`src/rtl/bottle_bcd_counter_if.sv`:
```
// Bottle counter sensor/control/display bundle.
// master: the side that drives sensor, enable and clear and watches the digits.
// slave:  the counter itself.
interface bottle_bcd_counter_if;
   logic       sensor;
   logic       enable;
   logic       clear;
   logic [3:0] units;
   logic [3:0] tens;
   logic       box_full;
   logic       bottle_evt;

   modport master (
      output sensor, enable, clear,
      input  units, tens, box_full, bottle_evt
   );

   modport slave (
      input  sensor, enable, clear,
      output units, tens, box_full, bottle_evt
   );
endinterface

```
`src/rtl/bottle_bcd_counter.sv`:
```
// Bottle counter with two BCD digits for the 7-segment decoders.
// The raw presence sensor is synchronized and turned into a one-cycle bottle_evt.
// The count then advances in BCD and wraps once per box, pulsing box_full.
// Define SENSOR_DEBOUNCE_EN to build the debounce FSM (DEBOUNCE_CYCLES stable samples).
// Without it, bottle_evt comes from a plain rising-edge detect on the synchronized sensor.
module bottle_bcd_counter #(
   parameter int unsigned DEBOUNCE_CYCLES = 4,
   parameter int unsigned BOX_SIZE        = 12
) (
   input  logic                clk,
   input  logic                reset,
   bottle_bcd_counter_if.slave bus
);

   // Last count value of a box, split into BCD digits.
   localparam logic [3:0] LAST_TENS  = 4'((BOX_SIZE - 1) / 10);
   localparam logic [3:0] LAST_UNITS = 4'((BOX_SIZE - 1) % 10);

   if (DEBOUNCE_CYCLES < 1 || DEBOUNCE_CYCLES > 255) begin : g_bad_debounce
      $error("bottle_bcd_counter: DEBOUNCE_CYCLES out of range 1..255");
   end
   if (BOX_SIZE < 2 || BOX_SIZE > 99) begin : g_bad_box
      $error("bottle_bcd_counter: BOX_SIZE out of range 2..99");
   end

   logic       s_meta;
   logic       s_sync;
   logic       evt_q;
   logic [3:0] units_q;
   logic [3:0] tens_q;
   logic       box_q;

   // Two-flop synchronizer on the asynchronous sensor.
   always_ff @(posedge clk) begin
      if (reset) begin
         s_meta <= 1'b0;
         s_sync <= 1'b0;
      end else begin
         s_meta <= bus.sensor;
         s_sync <= s_meta;
      end
   end

`ifdef SENSOR_DEBOUNCE_EN
   typedef enum logic [1:0] {
      IDLE,
      RISE_CHK,
      PRESENT,
      FALL_CHK
   } state_t;

   localparam logic [7:0] DEB_LAST = 8'(DEBOUNCE_CYCLES);

   state_t     state;
   logic [7:0] dcnt;

   // Debounce FSM: a level change is accepted only after DEB_LAST stable samples.
   always_ff @(posedge clk) begin
      if (reset) begin
         state <= IDLE;
         dcnt  <= '0;
         evt_q <= 1'b0;
      end else begin
         evt_q <= 1'b0;
         case (state)
            IDLE: begin
               if (s_sync) begin
                  state <= RISE_CHK;
                  dcnt  <= 8'd1;
               end
            end
            RISE_CHK: begin
               if (!s_sync) begin
                  state <= IDLE;
                  dcnt  <= '0;
               end else if (dcnt == DEB_LAST) begin
                  state <= PRESENT;
                  evt_q <= 1'b1;
               end else begin
                  dcnt <= dcnt + 8'd1;
               end
            end
            PRESENT: begin
               if (!s_sync) begin
                  state <= FALL_CHK;
                  dcnt  <= 8'd1;
               end
            end
            FALL_CHK: begin
               if (s_sync) begin
                  state <= PRESENT;
               end else if (dcnt == DEB_LAST) begin
                  state <= IDLE;
                  dcnt  <= '0;
               end else begin
                  dcnt <= dcnt + 8'd1;
               end
            end
            default: begin
               state <= IDLE;
               dcnt  <= '0;
            end
         endcase
      end
   end
`else
   logic s_prev;
   logic s_prev2;

   // Rising-edge detect on a delayed copy of s_sync, so the event lands one edge
   // after the plain registered detect would (sensor at edge 0 -> event after edge 3).
   always_ff @(posedge clk) begin
      if (reset) begin
         s_prev  <= 1'b0;
         s_prev2 <= 1'b0;
         evt_q   <= 1'b0;
      end else begin
         s_prev  <= s_sync;
         s_prev2 <= s_prev;
         evt_q   <= s_prev & ~s_prev2;
      end
   end
`endif

   // BCD count: clear wins over an increment; the box wrap pulses box_full.
   always_ff @(posedge clk) begin
      if (reset) begin
         units_q <= '0;
         tens_q  <= '0;
         box_q   <= 1'b0;
      end else begin
         box_q <= 1'b0;
         if (bus.clear) begin
            units_q <= '0;
            tens_q  <= '0;
         end else if (evt_q && bus.enable) begin
            if (units_q == LAST_UNITS && tens_q == LAST_TENS) begin
               units_q <= '0;
               tens_q  <= '0;
               box_q   <= 1'b1;
            end else if (units_q == 4'd9) begin
               units_q <= '0;
               tens_q  <= tens_q + 4'd1;
            end else begin
               units_q <= units_q + 4'd1;
            end
         end
      end
   end

   assign bus.units      = units_q;
   assign bus.tens       = tens_q;
   assign bus.box_full   = box_q;
   assign bus.bottle_evt = evt_q;

endmodule

```
`src/flat_wrapper.sv`:
```
// flat-port wrapper written by rule: the top's interface ports become plain ports
module bottle_bcd_counter_flat 
#(
   parameter int unsigned DEBOUNCE_CYCLES = 4,
   parameter int unsigned BOX_SIZE        = 12
)
  (clk, reset, bus_sensor, bus_enable, bus_clear, bus_units, bus_tens, bus_box_full, bus_bottle_evt);
  bottle_bcd_counter_if bus_i ();
  input  logic clk;
  input  logic reset;
  input wire logic [$bits(bus_i.sensor)-1:0] bus_sensor;
  input wire logic [$bits(bus_i.enable)-1:0] bus_enable;
  input wire logic [$bits(bus_i.clear)-1:0] bus_clear;
  output wire logic [$bits(bus_i.units)-1:0] bus_units;
  output wire logic [$bits(bus_i.tens)-1:0] bus_tens;
  output wire logic [$bits(bus_i.box_full)-1:0] bus_box_full;
  output wire logic [$bits(bus_i.bottle_evt)-1:0] bus_bottle_evt;
  assign bus_i.sensor = bus_sensor;
  assign bus_i.enable = bus_enable;
  assign bus_i.clear = bus_clear;
  assign bus_units = bus_i.units;
  assign bus_tens = bus_i.tens;
  assign bus_box_full = bus_i.box_full;
  assign bus_bottle_evt = bus_i.bottle_evt;
  bottle_bcd_counter #(.DEBOUNCE_CYCLES(DEBOUNCE_CYCLES), .BOX_SIZE(BOX_SIZE)) u_core (.clk(clk), .reset(reset), .bus(bus_i));
endmodule
```
`config.mk`:
```
export PLATFORM = sky130hd
export DESIGN_NAME = bottle_bcd_counter_flat
export DESIGN_NICKNAME = d
export VERILOG_FILES = /design/src/rtl/bottle_bcd_counter_if.sv /design/src/rtl/bottle_bcd_counter.sv /design/src/flat_wrapper.sv
export SDC_FILE = /design/constraint.sdc
export NUM_CORES = 1
export LEC_CHECK = 0
export CAP_MARGIN = 20
export CORE_MARGIN = 3
export CORE_UTILIZATION = 41
export DETAILED_ROUTE_END_ITERATION = 10
export GPL_TIMING_DRIVEN = 0
export PLACE_DENSITY = 0.68
export SKIP_CTS_REPAIR_TIMING = 1
export SYNTH_ARGS = -nofsm -noshare
export SYNTH_HDL_FRONTEND = slang
export SYNTH_SLANG_ARGS = --single-unit
```
`constraint.sdc`:
```
create_clock -name clk -period 1.4 [get_ports clk]
set_input_delay 0.14 -clock clk [delete_from_list [all_inputs] [get_ports clk]]
set_output_delay 0.14 -clock clk [all_outputs]
set_load 0.01 [all_outputs]
```
# ---- After elaboration in Yosys (flattened, before gate mapping)
# Cells that the tools add are included.
dict set report word_totals {
  in_bits 5
  wordCells 27
  ff_bits 14
  output_inout_bits 10
}
dict set report classes {
  n_reduce_logical 6
  bitwise 3
  eq_ne 3
  addsub 2
  n_mux 5
}
# op n
set op_table {}
lappend op_table {{2-to-1 mux 4 bit} 4}
lappend op_table {{adder 4 x 1 -> 4 bit, second input constant} 2}
lappend op_table {{equality test 4 x 1 -> 1 bit, second input constant} 2}
lappend op_table {{equality test 4 bit, second input constant} 1}
lappend op_table {{OR reduction 3 bit} 1}
lappend op_table {{logical AND 1 bit} 2}
lappend op_table {{inverter 1 bit} 2}
lappend op_table {{AND reduction 2 bit} 1}
lappend op_table {{nonzero test 2 bit} 1}
lappend op_table {{OR reduction 2 bit} 1}
lappend op_table {{bitwise AND 1 bit} 1}
lappend op_table {{2-to-1 mux 1 bit} 1}

# ---- Depth between registers and ports, before layout
# Gate-level depths: netlist (run 1).
dict set report depth {
  depth_word 4
  depth_mapped 5
  depth_no_buf 5
}

# ---- Least setup slack after synthesis (run 1)
# OpenSTA, ideal clock, no wires.
dict set report synth_path {
  path_kind {register to register}
  startpoint {register u_core.tens_q[0] (netlist: u_core.bus.tens[0])}
  endpoint {register u_core.tens_q[1] (netlist: u_core.bus.tens[1])}
  required_ns 1.272
  path_buffers 0
  stages_incl_launch_ff 5
  t_arrival_ns 1.264
  setup_ns 0.128
  setup_slack_ns 0.009
  period_less_slack_ns 1.391
  path_cell_list {dfxtp_1 > ha_1 > or3b_1 > a21oi_2 > o32ai_1}
}
dict set report synth_between {
  elab_chain_cells 4
  elab_cells_between_ends 7
  classes_between {1 x add/sub; 1 x eq/ne; 2 x mux; 3 x reduce/logical}
}
# item line
set synth_rtl {}
lappend synth_rtl {{from (decl)} bottle_bcd_counter.sv:30} ;# logic [3:0] tens_q;
lappend synth_rtl {{from (signal assigned)} bottle_bcd_counter.sv:143} ;# tens_q <= tens_q + 4'd1;
lappend synth_rtl {{branches (longest 4 deep; another with adder 4 x 1 -> 4 bit)} --}
# Several ways; the timed one is not identified. The select of a mux whose other input is x is not followed.
# A chain may end at the register's enable or synchronous reset.

# ---- Worst setup path after layout (run 1)
dict set report layout_path {
  startpoint {register u_core.tens_q[1] (netlist: u_core.bus.tens[1])}
  endpoint {register u_core.units_q[2] (netlist: u_core.bus.units[2])}
}
dict set report layout_between {
  elab_chain_cells 3
}
# item line
set layout_rtl {}
lappend layout_rtl {{equality test 4 x 1 -> 1 bit} bottle_bcd_counter.sv:137} ;# if (units_q == LAST_UNITS && tens_q == LAST_TENS) begin
lappend layout_rtl {{logical AND 1 bit} bottle_bcd_counter.sv:137}
lappend layout_rtl {{2-to-1 mux 4 bit} bottle_bcd_counter.sv:137}
lappend layout_rtl {{to (signal assigned)} bottle_bcd_counter.sv:145} ;# units_q <= units_q + 4'd1;
lappend layout_rtl {{to (decl)} bottle_bcd_counter.sv:29} ;# logic [3:0] units_q;
# No other way between the ends.

==> results of run 1 <==
area by class of cell:
type / count / share of cell area
inverter: 4 / 0.0172
multi-input combinational: 42 / 0.398
clock buffer: 4 / 0.0415
buffer: 1 / 0.0129
timing repair buffer: 15 / 0.172
sequential: 14 / 0.338
tap: 15 / 0.0215
final timing paths:
path                      start                     to  cells after the start
min reg2reg      u_core.s_prev2  u_core.bus.bottle_evt                      1
max reg2reg  u_core.bus.tens[1]    u_core.bus.units[2]                      5
min              u_core.s_prev2  u_core.bus.bottle_evt                      1
max          u_core.bus.tens[1]    u_core.bus.units[2]                      5
logic make-up after synthesis:
logic type,count (synthesis),synth area share
AND/OR/NAND/NOR,25,0.259
adder cells (fa/ha/maj),4,0.0821
buffers and inverters,5,0.0431
AO/OA/AOI/OAI,12,0.142
XOR/XNOR,1,0.0144
flip-flops,14,0.460
cells in the mapped netlist, drive strengths merged:
cell and count:
o22ai 1, buf 1, nor4 1, and2b 4
or2 2, o311ai 1, nor2 1, dfxtp 14
a2111oi 1, or3b 1, a21oi 2, ha 4
and3 1, o32ai 1, or4 1, nand2 3
o31ai 2, a211oi 1, xor2 1, nor2b 1
nand4b 1, a21boi 1, or3 4, o21ai 2
nor3 1, nand3 4, inv 4
layout by cell type (no fill, tap or decap), drive strengths merged:
| master | synthesis | routed |
|---|---|---|
| dfxtp | 14 | 14 |
| clkdlybuf4s50 | 0 | 13 |
| nand3 | 4 | 4 |
| or3 | 4 | 4 |
| and2b | 4 | 4 |
| inv | 4 | 4 |
| ha | 4 | 4 |
| clkbuf | 0 | 4 |
| nand2 | 3 | 3 |
| or2 | 2 | 2 |
| o31ai | 2 | 2 |
| buf | 1 | 2 |
| o21ai | 2 | 2 |
| a21oi | 2 | 2 |
| or3b | 1 | 1 |
| a21boi | 1 | 1 |
| nor2 | 1 | 1 |
| nand4b | 1 | 1 |
| and3 | 1 | 1 |
| a2111oi | 1 | 1 |
| xor2 | 1 | 1 |
| nor3 | 1 | 1 |
| nor2b | 1 | 1 |
| nor4 | 1 | 1 |
| o311ai | 1 | 1 |
| a211oi | 1 | 1 |
| or4 | 1 | 1 |
| o32ai | 1 | 1 |
| o22ai | 1 | 1 |
| dlymetal6s2s | 0 | 1 |
metal layers:
metal / vias to the layer above / wire, um / global-route usage
met5: - / 0 / 0
met4: 0 / 6 / 0.0904
met3: 2 / 69 / 0.0244
met2: 13 / 579 / 0.195
met1: 244 / 587 / 0.174
li1: 258 / - / -
critical path, stage by stage, from the launching register on:
cell and delay [ns]:
dfxtp_2 0.35, inv_1 0.07, ha_1 0.14, or3b_4 0.40, a21boi_0 0.23, o21ai_1 0.10
sequential cells by signal, indices dropped and copies added, names as in the netlist:
signal	flops
u_core.bus.tens	4
u_core.bus.units	4
u_core.bus.bottle_evt	1
u_core.bus.box_full	1
u_core.s_meta	1
u_core.s_prev	1
u_core.s_prev2	1
u_core.s_sync	1
power by group through the flow:
| stage | Sequential, mW | Combinational (mW) | Clock, mW |
|---|---|---|---|
| after global placement | 0.413 | 0.0333 | 0 |
| after detailed placement | 0.414 | 0.0337 | 0 |
| final | 0.401 | 0.0355 | 0.286 |
| after global routing | 0.401 | 0.0393 | 0.314 |
| after CTS | 0.404 | 0.0339 | 0.299 |
| after floorplan | 0.414 | 0.0143 | 0 |
==> summary.md, run 1 <==
| Metric | Value |
|---|---|
| Final worst slack | between 0.004 and 0.005 ns |
| Global-route wire length before repair | 1.93 mm |
| DR iter-0 viols | 6 |
| Vias in the first global route | between 400 and 500 |
| Seq/Total Area, Yosys | 0.460 |
| Status | finished, final reports clean |
| Total number of vias | between 500 and 600 |
| Peak supply drop | 0.607 mV |
| I/O pin cnt | 15 |
| Cells after DPL | 90 |
| P_sw | roughly 0.15 mW |
| Top area cells in the synthesized netlist | dfxtp_1 46%, ha_1 8.2%, and2b_1 4.9% |
| Placement Setup Slack | -0.171 ns |
| Layout fillers | 123 |
| Later-pin clock latency in the skew report | 0.27 ns |
| Share of cells above drive strength 1 | 0.275 |
| Dominant cell type by area after synthesis | dfxtp_1 |
| Slew @ Worst Pin | 0.271 ns |
| PD cells | 826 nW/um2 |
| Core ar. | roughly 1400 um2 |
| Path type of the worst min-delay path | flop to flop |
| Die Width | 44.6 um |
| RSZ-0062 raised after global routing | yes |
| Hold Vio Cnt, Final | 0 |
| Endpoint class of the critical path | flop |
| Core Rows | 13 |
| Seq. cell area | ~300 um2 |
| Critical path class | flop to flop |
| CTS tree | built |
| Slew Limit Fails | 0 |
| Register bit total from synthesis | 14 |
| Final #Nets | 90 |
| Post-Syn Area | between 600 and 700 um2 |
| GRT overflow | 0 |
| Crit share post-route | 0.997 |
| Mean Syn Cell Area | 9.99 um2 |
| Pre-antenna DRT Iters | 2 |
| Clock Sinks | 14 |
| Finished Core Util | 0.648 |
| Root buf cell | clkbuf_4 |
| Startpoint Class | flop |
| Final HPWL DP | 804 um |
| Mapped Cells | 61 |
| Die area | ~2000 um2 |
| Net Sw Frac | 0.201 |
| Gr usage total | 0.133 |
| MaxCap Viol Count | 0 |
| Yosys warns | 0 |
| Crit path max fanout | 5 |
| Largest net degree at the start of global routing | 9 |
| Slew margin rel. | 0.819 |
| Initial antenna violation count | 0 |
| CP required | around 1.6 ns |
| R2r setup slk | between 0.004 and 0.005 ns |
| Synth Net Count | 70 |
| Clk slew on worst S/H paths | 0.09 ns |
| Initial cell density of the core | 0.451 |
| Crit path arrival time | roughly 1.6 ns |
| Share of Yosys cell area claimed by the top area cell type | 0.460 |
| Routed len/inst | 13.1 um |
| Clock Path Buffers | 2 |
| Final wirelength | 1.24 mm |
| Clock Power Share | 0.396 |
| H-tree Lvls | 1 |
| Setup TNS | 0 ns |
| Diode count | 0 |
| Cell Int Power | 0.577 mW |
| Fmax | 0.716 GHz |
| Post-layout instance area | 875 um2 |
| Library cells used by synthesis | 29 |
| Setup Skew | 0.00344 ns |
| Tmin final | 1.40 ns |
| Tot Pwr | around 0.72 mW |
| TritonCTS Buffers | 3 |
| Port buffer count | 14 |
| Vias/cell | 5.44 |
| P&R area growth vs syn | 43.5% |
| Final hold slack | 0.379 ns |
| Setup-failing EPs final | 0 |
| Leak | 0.344 nW |
| Die Ht | 44.6 um |
| GPL Wtd Cong | 0.771 |
| Non-Filler Instances | 95 |
| Gate power share | 0.049 |
| DRC | 0 |
| Seq pwr share | 0.555 |
| DRT antenna net count | 0 |
| Area occupied by multi-input gates | 348 um2 |
| DP Area | 768 um2 |
Note: power is estimated with default switching activity, not from simulation.
==> run 2, diff against run 1 <==
--- a/config.mk
+++ b/config.mk
@@ -10,6 +10,7 @@
 export CORE_UTILIZATION = 41
 export DETAILED_ROUTE_END_ITERATION = 10
 export GPL_TIMING_DRIVEN = 0
+export HOLD_SLACK_MARGIN = 0.03
 export PLACE_DENSITY = 0.68
 export SKIP_CTS_REPAIR_TIMING = 1
 export SYNTH_ARGS = -nofsm -noshare
==> results of run 2 <==
Same layout as run 1: the final DEF is identical, and so are final timing and power.
